### config.mk
export PLATFORM = sky130hd
export DESIGN_NAME = vcve2_vlsu_sequencer
export DESIGN_NICKNAME = d
export VERILOG_FILES = /design/src/rtl/vcve2_vlsu_sequencer.sv
export SDC_FILE = /design/constraint.sdc
export NUM_CORES = 1
export LEC_CHECK = 0
export CAP_MARGIN = 20
export CELL_PAD_IN_SITES_DETAIL_PLACEMENT = 1
export CELL_PAD_IN_SITES_GLOBAL_PLACEMENT = 1
export CORE_MARGIN = 10
export CORE_UTILIZATION = 14
export DETAILED_ROUTE_END_ITERATION = 10
export PLACE_DENSITY_LB_ADDON = 0.05
export SYNTH_ARGS = -nofsm -noshare
export SYNTH_HDL_FRONTEND = slang
export SYNTH_SLANG_ARGS = --single-unit
### constraint.sdc
create_clock -name clk_i -period 1.34 [get_ports clk_i]
set_input_delay 0.268 -clock clk_i [delete_from_list [all_inputs] [get_ports clk_i]]
set_output_delay 0.268 -clock clk_i [all_outputs]
set_load 0.05 [all_outputs]
### src/rtl/vcve2_vlsu_sequencer.sv
// Vector load/store sequencer: walks the elements of one vector register through the
// scalar LSU one request at a time, writing load data back into the VRF.
module vcve2_vlsu_sequencer #(
   parameter int unsigned NumElem = 8
) (
   input  logic                            clk_i,
   input  logic                            rst_ni,
   input  logic                            start_i,
   input  logic                            is_store_i,
   input  logic [4:0]                      vd_i,
   input  logic [$clog2(NumElem):0]        vl_i,
   input  logic [31:0]                     base_addr_i,
   output logic                            load_start_o,
   output logic [31:0]                     start_addr_o,
   output logic                            vec_op_o,
   output logic                            vrf_req_o,
   output logic [31:0]                     vrf_data_o,
   input  logic                            vrf_lsu_gnt_i,
   input  logic                            lsu_resp_valid_i,
   input  logic [31:0]                     lsu_rdata_i,
   input  logic                            lsu_err_i,
   output logic [4+$clog2(NumElem):0]      vrf_raddr_o,
   input  logic [31:0]                     vrf_rdata_i,
   output logic                            vrf_we_o,
   output logic [4+$clog2(NumElem):0]      vrf_waddr_o,
   output logic [31:0]                     vrf_wdata_o,
   output logic                            busy_o,
   output logic                            done_o,
   output logic                            err_o
);

   localparam int unsigned IW = $clog2(NumElem);
   localparam int unsigned VW = IW + 1;

   typedef enum logic [1:0] {
      IDLE = 2'd0,
      REQ  = 2'd1,
      WAIT = 2'd2,
      DONE = 2'd3
   } state_e;

   state_e         state, state_nxt;
   logic           is_store, is_store_nxt;
   logic [4:0]     vd, vd_nxt;
   logic [VW-1:0]  vl, vl_nxt;
   logic [VW-1:0]  idx, idx_nxt;
   logic [VW-1:0]  idx_inc;
   logic [VW-1:0]  vl_clamp;
   logic           err, err_nxt;

   // Oversized lengths are limited to one full register.
   assign vl_clamp     = (vl_i > VW'(NumElem)) ? VW'(NumElem) : vl_i;
   assign idx_inc      = idx + VW'(1);
   assign start_addr_o = base_addr_i;
   assign busy_o       = (state != IDLE);
   assign err_o        = err;

   // State and latched operation context.
   always_ff @(posedge clk_i or negedge rst_ni) begin
      if (!rst_ni) begin
         state    <= IDLE;
         is_store <= 1'b0;
         vd       <= 5'd0;
         vl       <= '0;
         idx      <= '0;
         err      <= 1'b0;
      end else begin
         state    <= state_nxt;
         is_store <= is_store_nxt;
         vd       <= vd_nxt;
         vl       <= vl_nxt;
         idx      <= idx_nxt;
         err      <= err_nxt;
      end
   end

   // Next-state and per-state output decode.
   always_comb begin
      state_nxt    = state;
      is_store_nxt = is_store;
      vd_nxt       = vd;
      vl_nxt       = vl;
      idx_nxt      = idx;
      err_nxt      = err;
      load_start_o = 1'b0;
      vec_op_o     = 1'b0;
      vrf_req_o    = 1'b0;
      vrf_data_o   = 32'd0;
      vrf_raddr_o  = '0;
      vrf_we_o     = 1'b0;
      vrf_waddr_o  = '0;
      vrf_wdata_o  = 32'd0;
      done_o       = 1'b0;
      case (state)
         IDLE: begin
            if (start_i) begin
               load_start_o = 1'b1;
               is_store_nxt = is_store_i;
               vd_nxt       = vd_i;
               vl_nxt       = vl_clamp;
               idx_nxt      = '0;
               err_nxt      = 1'b0;
               state_nxt    = (vl_clamp != '0) ? REQ : DONE;
            end else begin
               state_nxt    = IDLE;
            end
         end
         REQ: begin
            vec_op_o    = 1'b1;
            vrf_req_o   = 1'b1;
            vrf_raddr_o = {vd, idx[IW-1:0]};
            if (is_store) begin
               vrf_data_o = vrf_rdata_i;
            end else begin
               vrf_data_o = 32'd0;
            end
            if (vrf_lsu_gnt_i) begin
               state_nxt = WAIT;
            end else begin
               state_nxt = REQ;
            end
         end
         WAIT: begin
            vec_op_o = 1'b1;
            if (lsu_resp_valid_i) begin
               if (lsu_err_i) begin
                  err_nxt   = 1'b1;
                  state_nxt = DONE;
               end else begin
                  if (!is_store) begin
                     vrf_we_o    = 1'b1;
                     vrf_waddr_o = {vd, idx[IW-1:0]};
                     vrf_wdata_o = lsu_rdata_i;
                  end else begin
                     vrf_we_o    = 1'b0;
                  end
                  idx_nxt   = idx_inc;
                  state_nxt = (idx_inc == vl) ? DONE : REQ;
               end
            end else begin
               state_nxt = WAIT;
            end
         end
         DONE: begin
            done_o    = 1'b1;
            state_nxt = IDLE;
         end
         default: begin
            state_nxt = IDLE;
         end
      endcase
   end

endmodule

==> results.sh, run 1 <==
export IMPL_status="complete, but fails checks"
export IMPL_violations="negative setup slack"
export IMPL_avgSynthCellArea_um2=8.241
export IMPL_drt_iter0_drc=35
export IMPL_grt_max_degree=42
export IMPL_die_area_mm2=0.01707
export IMPL_ios=231
export IMPL_area_growth_pct=202.4
export IMPL_fin_ws_ns=-0.6248
export IMPL_peakVddDrop_v=0.001559
export IMPL_finalNetCount=497
export IMPL_combPwrFrac_pct=84.1
export IMPL_hold_class="input port to asynchronous set/reset pin"
export IMPL_clk_root_buffer_cell="clkbuf_16"
export IMPL_power_density_mw_per_mm2=1851
export IMPL_dpl_instance_area_mm2=0.004667
export IMPL_synth_edff_count=0
export IMPL_preCtsSetupSlack_ns=-0.5246
export IMPL_ys_top_cells_by_count="48 x and2_1, 32 x and3_1, 32 x buf_4, 17 x dfrtp_1"
export IMPL_first_pass_iters=4
export IMPL_max_stage_delay_ns=0.40
export IMPL_syn_num_nets=325
export IMPL_coreArea_mm2=0.01201
export IMPL_synth_seq_cells=17
export IMPL_seq_power_share_pct=9.5
export IMPL_hold_violations=0
export IMPL_synth_top_area_share_pct=24.82
export IMPL_yosysMostFrequentCell="and2_1"
export IMPL_p_int_uw=5405
export IMPL_setup_viol=103
export IMPL_switching_share_pct=43.69
export IMPL_dp_hpwl_um=8137
export IMPL_synthCells=208
export IMPL_cts_tree="yes"
export IMPL_p_clk_share_pct=6.5
export IMPL_cts_max_level=1
export IMPL_period_minus_slack_ns=1.965
export IMPL_grt_usage_pct=11.09
export IMPL_crit_fanout=21
export IMPL_die_width_um=130.7
export IMPL_n_fill_cell=1223
export IMPL_clk_pin_slew_ns=0.06
export IMPL_rsz0062_at_grt="true"
export IMPL_die_h_um=130.7
export IMPL_skew_ns=0.003033
export IMPL_path_cells="inv_2 -> ha_4 -> nand2_4 -> nor3_4 -> buf_6 -> buf_12 -> and2_2 -> buf_12"
export IMPL_cts_buffers=3
export IMPL_antenna_found_initial=0
export IMPL_clk_latency_ns=0.25
export IMPL_final_core_util_pct=43.16
export IMPL_dp_cells=501
export IMPL_synth_area_mm2=0.001714
export IMPL_ant_nets=0
export IMPL_min_period_over_period_pct=146.6
export IMPL_crit_path_start_kind="flip-flop"
export IMPL_ys_seq_area_share_pct=24.82
export IMPL_grt_pass1_wl_um=14550
export IMPL_wl_um=10440
export IMPL_reg2reg_from="state[0]$_DFF_PN0_"
export IMPL_tightest_slew_ns=0.2706
export IMPL_report_final_slew_viol_count=0
export IMPL_critPathLaunch="state[0]$_DFF_PN0_"
export IMPL_place_port_buffers=166
export IMPL_clock_sinks=17
export IMPL_synthTopCellsByArea="dfrtp_1 25%, and2_1 18%, buf_4 14%"
export IMPL_ys_async_sr_fraction_pct=100.0
export IMPL_endpoint_kind="output port"
export IMPL_ys_warn_count=0
export IMPL_p_sw_uw=4193
export IMPL_fmax_mhz=509.0
export IMPL_critPathArrivalTime_ns=1.70
export IMPL_drc=0
export IMPL_crit_type="flip-flop to output port"
export IMPL_vias_per_cell=4.061
export IMPL_max_cap_viol_count=0
export IMPL_leakage_uw=0.002151
export IMPL_crit_top_cell="buf_12"
export IMPL_drive_above_1_share_pct=65.96
export IMPL_grt_overflow=0
export IMPL_rows=40
export IMPL_start_util_pct=14.27
export IMPL_relSlewSlack_pct=81.96
export IMPL_r2r_cells=9
export IMPL_antennaDiodeCount=0
export IMPL_final_area_mm2=0.005184
export IMPL_yosysTopAreaCell="dfrtp_1"
export IMPL_crit_slowest_cell="dfrtp_1"
export IMPL_synth_distinct_cells=34
export IMPL_ys_flop_type="dfrtp_1"
export IMPL_grt_pass1_vias=2288
export IMPL_cp_data_required_time_ns=1.07
export IMPL_clockBufferDepth=2
export IMPL_routabilityCongestion=0.7328
export IMPL_vias=2136
export IMPL_wl_per_cell_um=19.84
export IMPL_instances_no_fill=526
==> stage by stage <==
step | power [uW] | hold slack [ns] | TNS (ns)
6_report | 9598 | 0.3495 | -54.59
5_1_grt | 10070 | 0.3699 | -61.71
2_1_floorplan | 4697 | -0.02759 | -17.81
4_1_cts | 9372 | 0.3593 | -53.00
3_3_place_gp | 7675 | 0.4898 | -29.22
3_5_place_dp | 7691 | 0.4945 | -30.76
==> final timing paths <==
check	slack, ns	endpoint
min	0.35	state[0]$_DFF_PN0_
max in group asynchronous	0.77	state[1]$_DFF_PN0_
min reg2reg	0.52	vl[0]$_DFFE_PN0P_
max reg2reg	-0.44	idx[3]$_DFFE_PN0P_
max	-0.62	vrf_waddr_o[7]
min in group clk_i	0.52	vl[0]$_DFFE_PN0P_
==> cells by family after synthesis <==
group	after synthesis	share of synthesized area [%]
buf+inv	49	18.10
fa+ha+maj	5	3.650
mux	9	5.840
flops	17	24.82
compound gates	16	5.913
xor+xnor	6	3.066
simple gates	106	38.61
==> cell type report <==
| cell class | instances | area [um^2] | area share, % |
|---|---|---|---|
| Multi-Input combinational cell | 142 | 1423 | 27.44 |
| Clock buffer | 4 | 78.83 | 1.521 |
| Sequential cell | 17 | 426.7 | 8.231 |
| Timing Repair Buffer | 212 | 3048 | 58.80 |
| Inverter | 4 | 23.77 | 0.4586 |
| Tap cell | 147 | 183.9 | 3.548 |
==> layout by cell type, fill, tap and decap left out, drive strengths merged, types with 2 or more instances in the layout <==
master and n:
and2 48, clkdlybuf4s50 79, and3 32, buf 132
nor3 2, mux2 8, xor2 2, inv 3
ha 5, nor2 4, a22o 3, nand2b 5
o21ai 7, a31oi 2, clkbuf 5, nand2 7
dfrtp 17, xnor2 4, nand3 3, a21oi 2
==> flip-flops by register name, summed over array words and instances (netlist names) <==
| register | cells |
|---|---|
| state | 2 |
| idx | 4 |
| vd | 5 |
| is_store | 1 |
| vl | 4 |
| err_o | 1 |
==> per-layer routing <==
layer  global-route usage (%)  wire length [um]
met3                    3.304               804
met1                    11.80              3836
met5                        0                 0
met2                    20.84              5660
met4                    2.681               136
==> power groups by stage <==
stage	sequential, uW	clock, uW	combinational (uW)
floorplan	880	0	3820
global placement	872	0	6800
detailed placement	880	0	6810
CTS	893	648	7830
global route	938	669	8470
finish	910	619	8070
==> what timing repair did <==
action,in CTS,in global routing
buffers inserted,13,7
cloned,1,2
setup endpoints to repair,103,103
hold endpoints to repair,0,0
gates resized for setup,48,19
hold buffers,0,0
pin swaps,8,9
==> worst max-delay path, delay by kind of cell, from the launching register on <==
kind                       cells  cell delay, ns
buffers and inverters          4            0.54
DFF                            1            0.40
and+or+nand+nor                3            0.36
adders and majority gates      1            0.14
Note: power is estimated with default switching activity, not from simulation.
==> inputs of run 2 (changes only) <==
==> constraint.sdc (replaced) <==
create_clock -name clk_i -period 1.34 [get_ports clk_i]
set_input_delay 0.268 -clock clk_i [delete_from_list [all_inputs] [get_ports clk_i]]
set_output_delay 0.268 -clock clk_i [all_outputs]
set_load 0.02 [all_outputs]
==> results.sh, run 2 (same netlist as run 1, synthesis figures left out) <==
export IMPL_vias_per_cell=4.002
export IMPL_place_port_buffers=166
export IMPL_grt_pass1_wl_um=13150
export IMPL_status="complete, but fails checks"
export IMPL_die_h_um=130.7
export IMPL_fin_ws_ns=-0.5995
export IMPL_dp_hpwl_um=7733
export IMPL_leakage_uw=0.001996
export IMPL_violations="negative setup slack"
export IMPL_reg2reg_to="idx[3]$_DFFE_PN0P_"
export IMPL_hold_ws_ns=0.3457
export IMPL_min_period_over_period_pct=144.7
export IMPL_reg2reg_from="state[1]$_DFF_PN0_"
export IMPL_dp_cells=502
export IMPL_first_pass_iters=4
export IMPL_max_cap_viol_count=0
export IMPL_routabilityCongestion=0.7357
export IMPL_dpl_instance_area_mm2=0.003635
export IMPL_ios=231
export IMPL_critPathArrivalTime_ns=1.67
export IMPL_grt_max_degree=42
export IMPL_cts_tree="yes"
export IMPL_ant_nets=0
export IMPL_peakVddDrop_v=0.001096
export IMPL_endpoint_kind="output port"
export IMPL_die_width_um=130.7
export IMPL_die_area_mm2=0.01707
export IMPL_antenna_found_initial=1
export IMPL_r2r_cells=10
export IMPL_report_final_slew_viol_count=0
export IMPL_fmax_mhz=515.6
export IMPL_cp_data_required_time_ns=1.07
export IMPL_reg_largest_list="vd: 5 flops, idx: 4 flops, vl: 4 flops"
export IMPL_clk_latency_ns=0.25
export IMPL_seq_area_um2=426.7
export IMPL_layout_common_cells="93 x buf_6, 79 x clkdlybuf4s50_1, 28 x buf_4, 25 x and2_2, 23 x and2_4"
export IMPL_rrSetupSlack_ns=-0.44
export IMPL_crit_fanout=10
export IMPL_multi_input_area_mm2=0.001264
export IMPL_drc=0
export IMPL_n_fill_cell=1314
export IMPL_final_common_cell="buf_6"
export IMPL_grt_usage_pct=9.898
export IMPL_tightest_slew_ns=0.3051
export IMPL_power_uw=7002
export IMPL_clock_sinks=17
export IMPL_skew_ns=0.001668
export IMPL_crit_path_start_kind="flip-flop"
export IMPL_drt_iter0_drc=32
export IMPL_regMostFlops="vd"
export IMPL_setup_viol=103
export IMPL_area_growth_pct=149.3
export IMPL_final_area_mm2=0.004273
export IMPL_cts_buffers=3
export IMPL_finalNetCount=497
export IMPL_coreArea_mm2=0.01201
export IMPL_crit_type="flip-flop to output port"
export IMPL_rsz0062_at_grt="true"
export IMPL_largest_register_ffs=5
export IMPL_cts_max_level=1
export IMPL_grt_overflow=0
export IMPL_start_util_pct=14.27
export IMPL_wl_um=10380
export IMPL_instances_no_fill=526
export IMPL_clk_pin_slew_ns=0.06
export IMPL_clockBufferDepth=2
export IMPL_vias=2105
export IMPL_hold_class="input port to asynchronous set/reset pin"
export IMPL_drive_above_1_share_pct=64.38
export IMPL_hold_violations=0
export IMPL_grt_pass1_vias=2051
export IMPL_wl_per_cell_um=19.73
export IMPL_antennaDiodeCount=0
export IMPL_period_minus_slack_ns=1.939
export IMPL_rows=40
export IMPL_clk_root_buffer_cell="clkbuf_16"
export IMPL_power_density_mw_per_mm2=1639
export IMPL_relSlewSlack_pct=79.66
## run 2: cell types whose count changed in the layout (fill, tap and decap cells not counted), sizes merged
| cell | before | now |
|---|---|---|
| clkinvlp | 1 | 0 |
| buf | 132 | 127 |
| inv | 3 | 4 |
| dlymetal6s2s | 0 | 1 |
| clkbuf | 5 | 8 |
| clkinv | 0 | 1 |
## run 2: per-layer routing
metal | vias up | global-route usage, % | wire (um)
li1 | 1005 | - | -
met1 | 992 | 10.49 | 4106
met2 | 92 | 18.20 | 5198
met3 | 14 | 4.110 | 987
met4 | 2 | 1.504 | 74
met5 | - | 0 | 13
## run 2: cell type report
type	count	share of cell area, %
repair buffers	212	53.85
inverters	4	0.4100
clock buffers	3	1.757
flip-flops and latches	17	9.985
clock inverters	1	0.1171
well taps	147	4.305
multi-input cells	142	29.58
## run 2: critical path, cell delays in order (launching register included)
cell     delay, ns
dfrtp_1       0.39
inv_2         0.08
ha_4          0.14
nand2_4       0.05
nor3_4        0.18
buf_6         0.17
buf_8         0.14
and2_2        0.15
buf_6         0.11
## run 2: power breakdown
| part | switching, uW | internal [uW] | total, uW |
|---|---|---|---|
| sequential | 179 | 719 | 897 |
| clock | 222 | 400 | 623 |
| combinational | 2360 | 3120 | 5480 |
## run 2: worst max path at each step
stage,startpoint,to,slack (ns),cells past startpoint
2_1_floorplan,state[0]$_DFF_PN0_,vrf_wdata_o[0],-0.16,6
3_3_place_gp,lsu_resp_valid_i,vrf_wdata_o[9],-0.97,6
3_5_place_dp,lsu_resp_valid_i,vrf_wdata_o[9],-0.99,6
4_1_cts,state[0]$_DFF_PN0_,vrf_wdata_o[30],-0.70,7
5_1_grt,state[0]$_DFF_PN0_,vrf_wdata_o[21],-0.68,8
6_report,state[0]$_DFF_PN0_,vrf_wdata_o[21],-0.60,8
## run 2: timing repair
item | CTS | global route
endpoints found under the setup margin | 104 | 104
gates resized for setup | 363 | 223
pin swaps | 1 | 6
cloned | 0 | 9
hold buffers | 0 | 0
setup buffers | 0 | 11
## run 2: per-stage QoR
step / utilization [%] / worst slack, ns / TNS, ns
floorplan: - / -0.1611 / -11.33
global placement: 30.26 / -0.9733 / -67.66
detailed placement: 30.26 / -0.9877 / -68.80
CTS: 30.11 / -0.7006 / -45.29
global route: 35.57 / -0.6831 / -55.86
finish: 35.57 / -0.5995 / -49.13
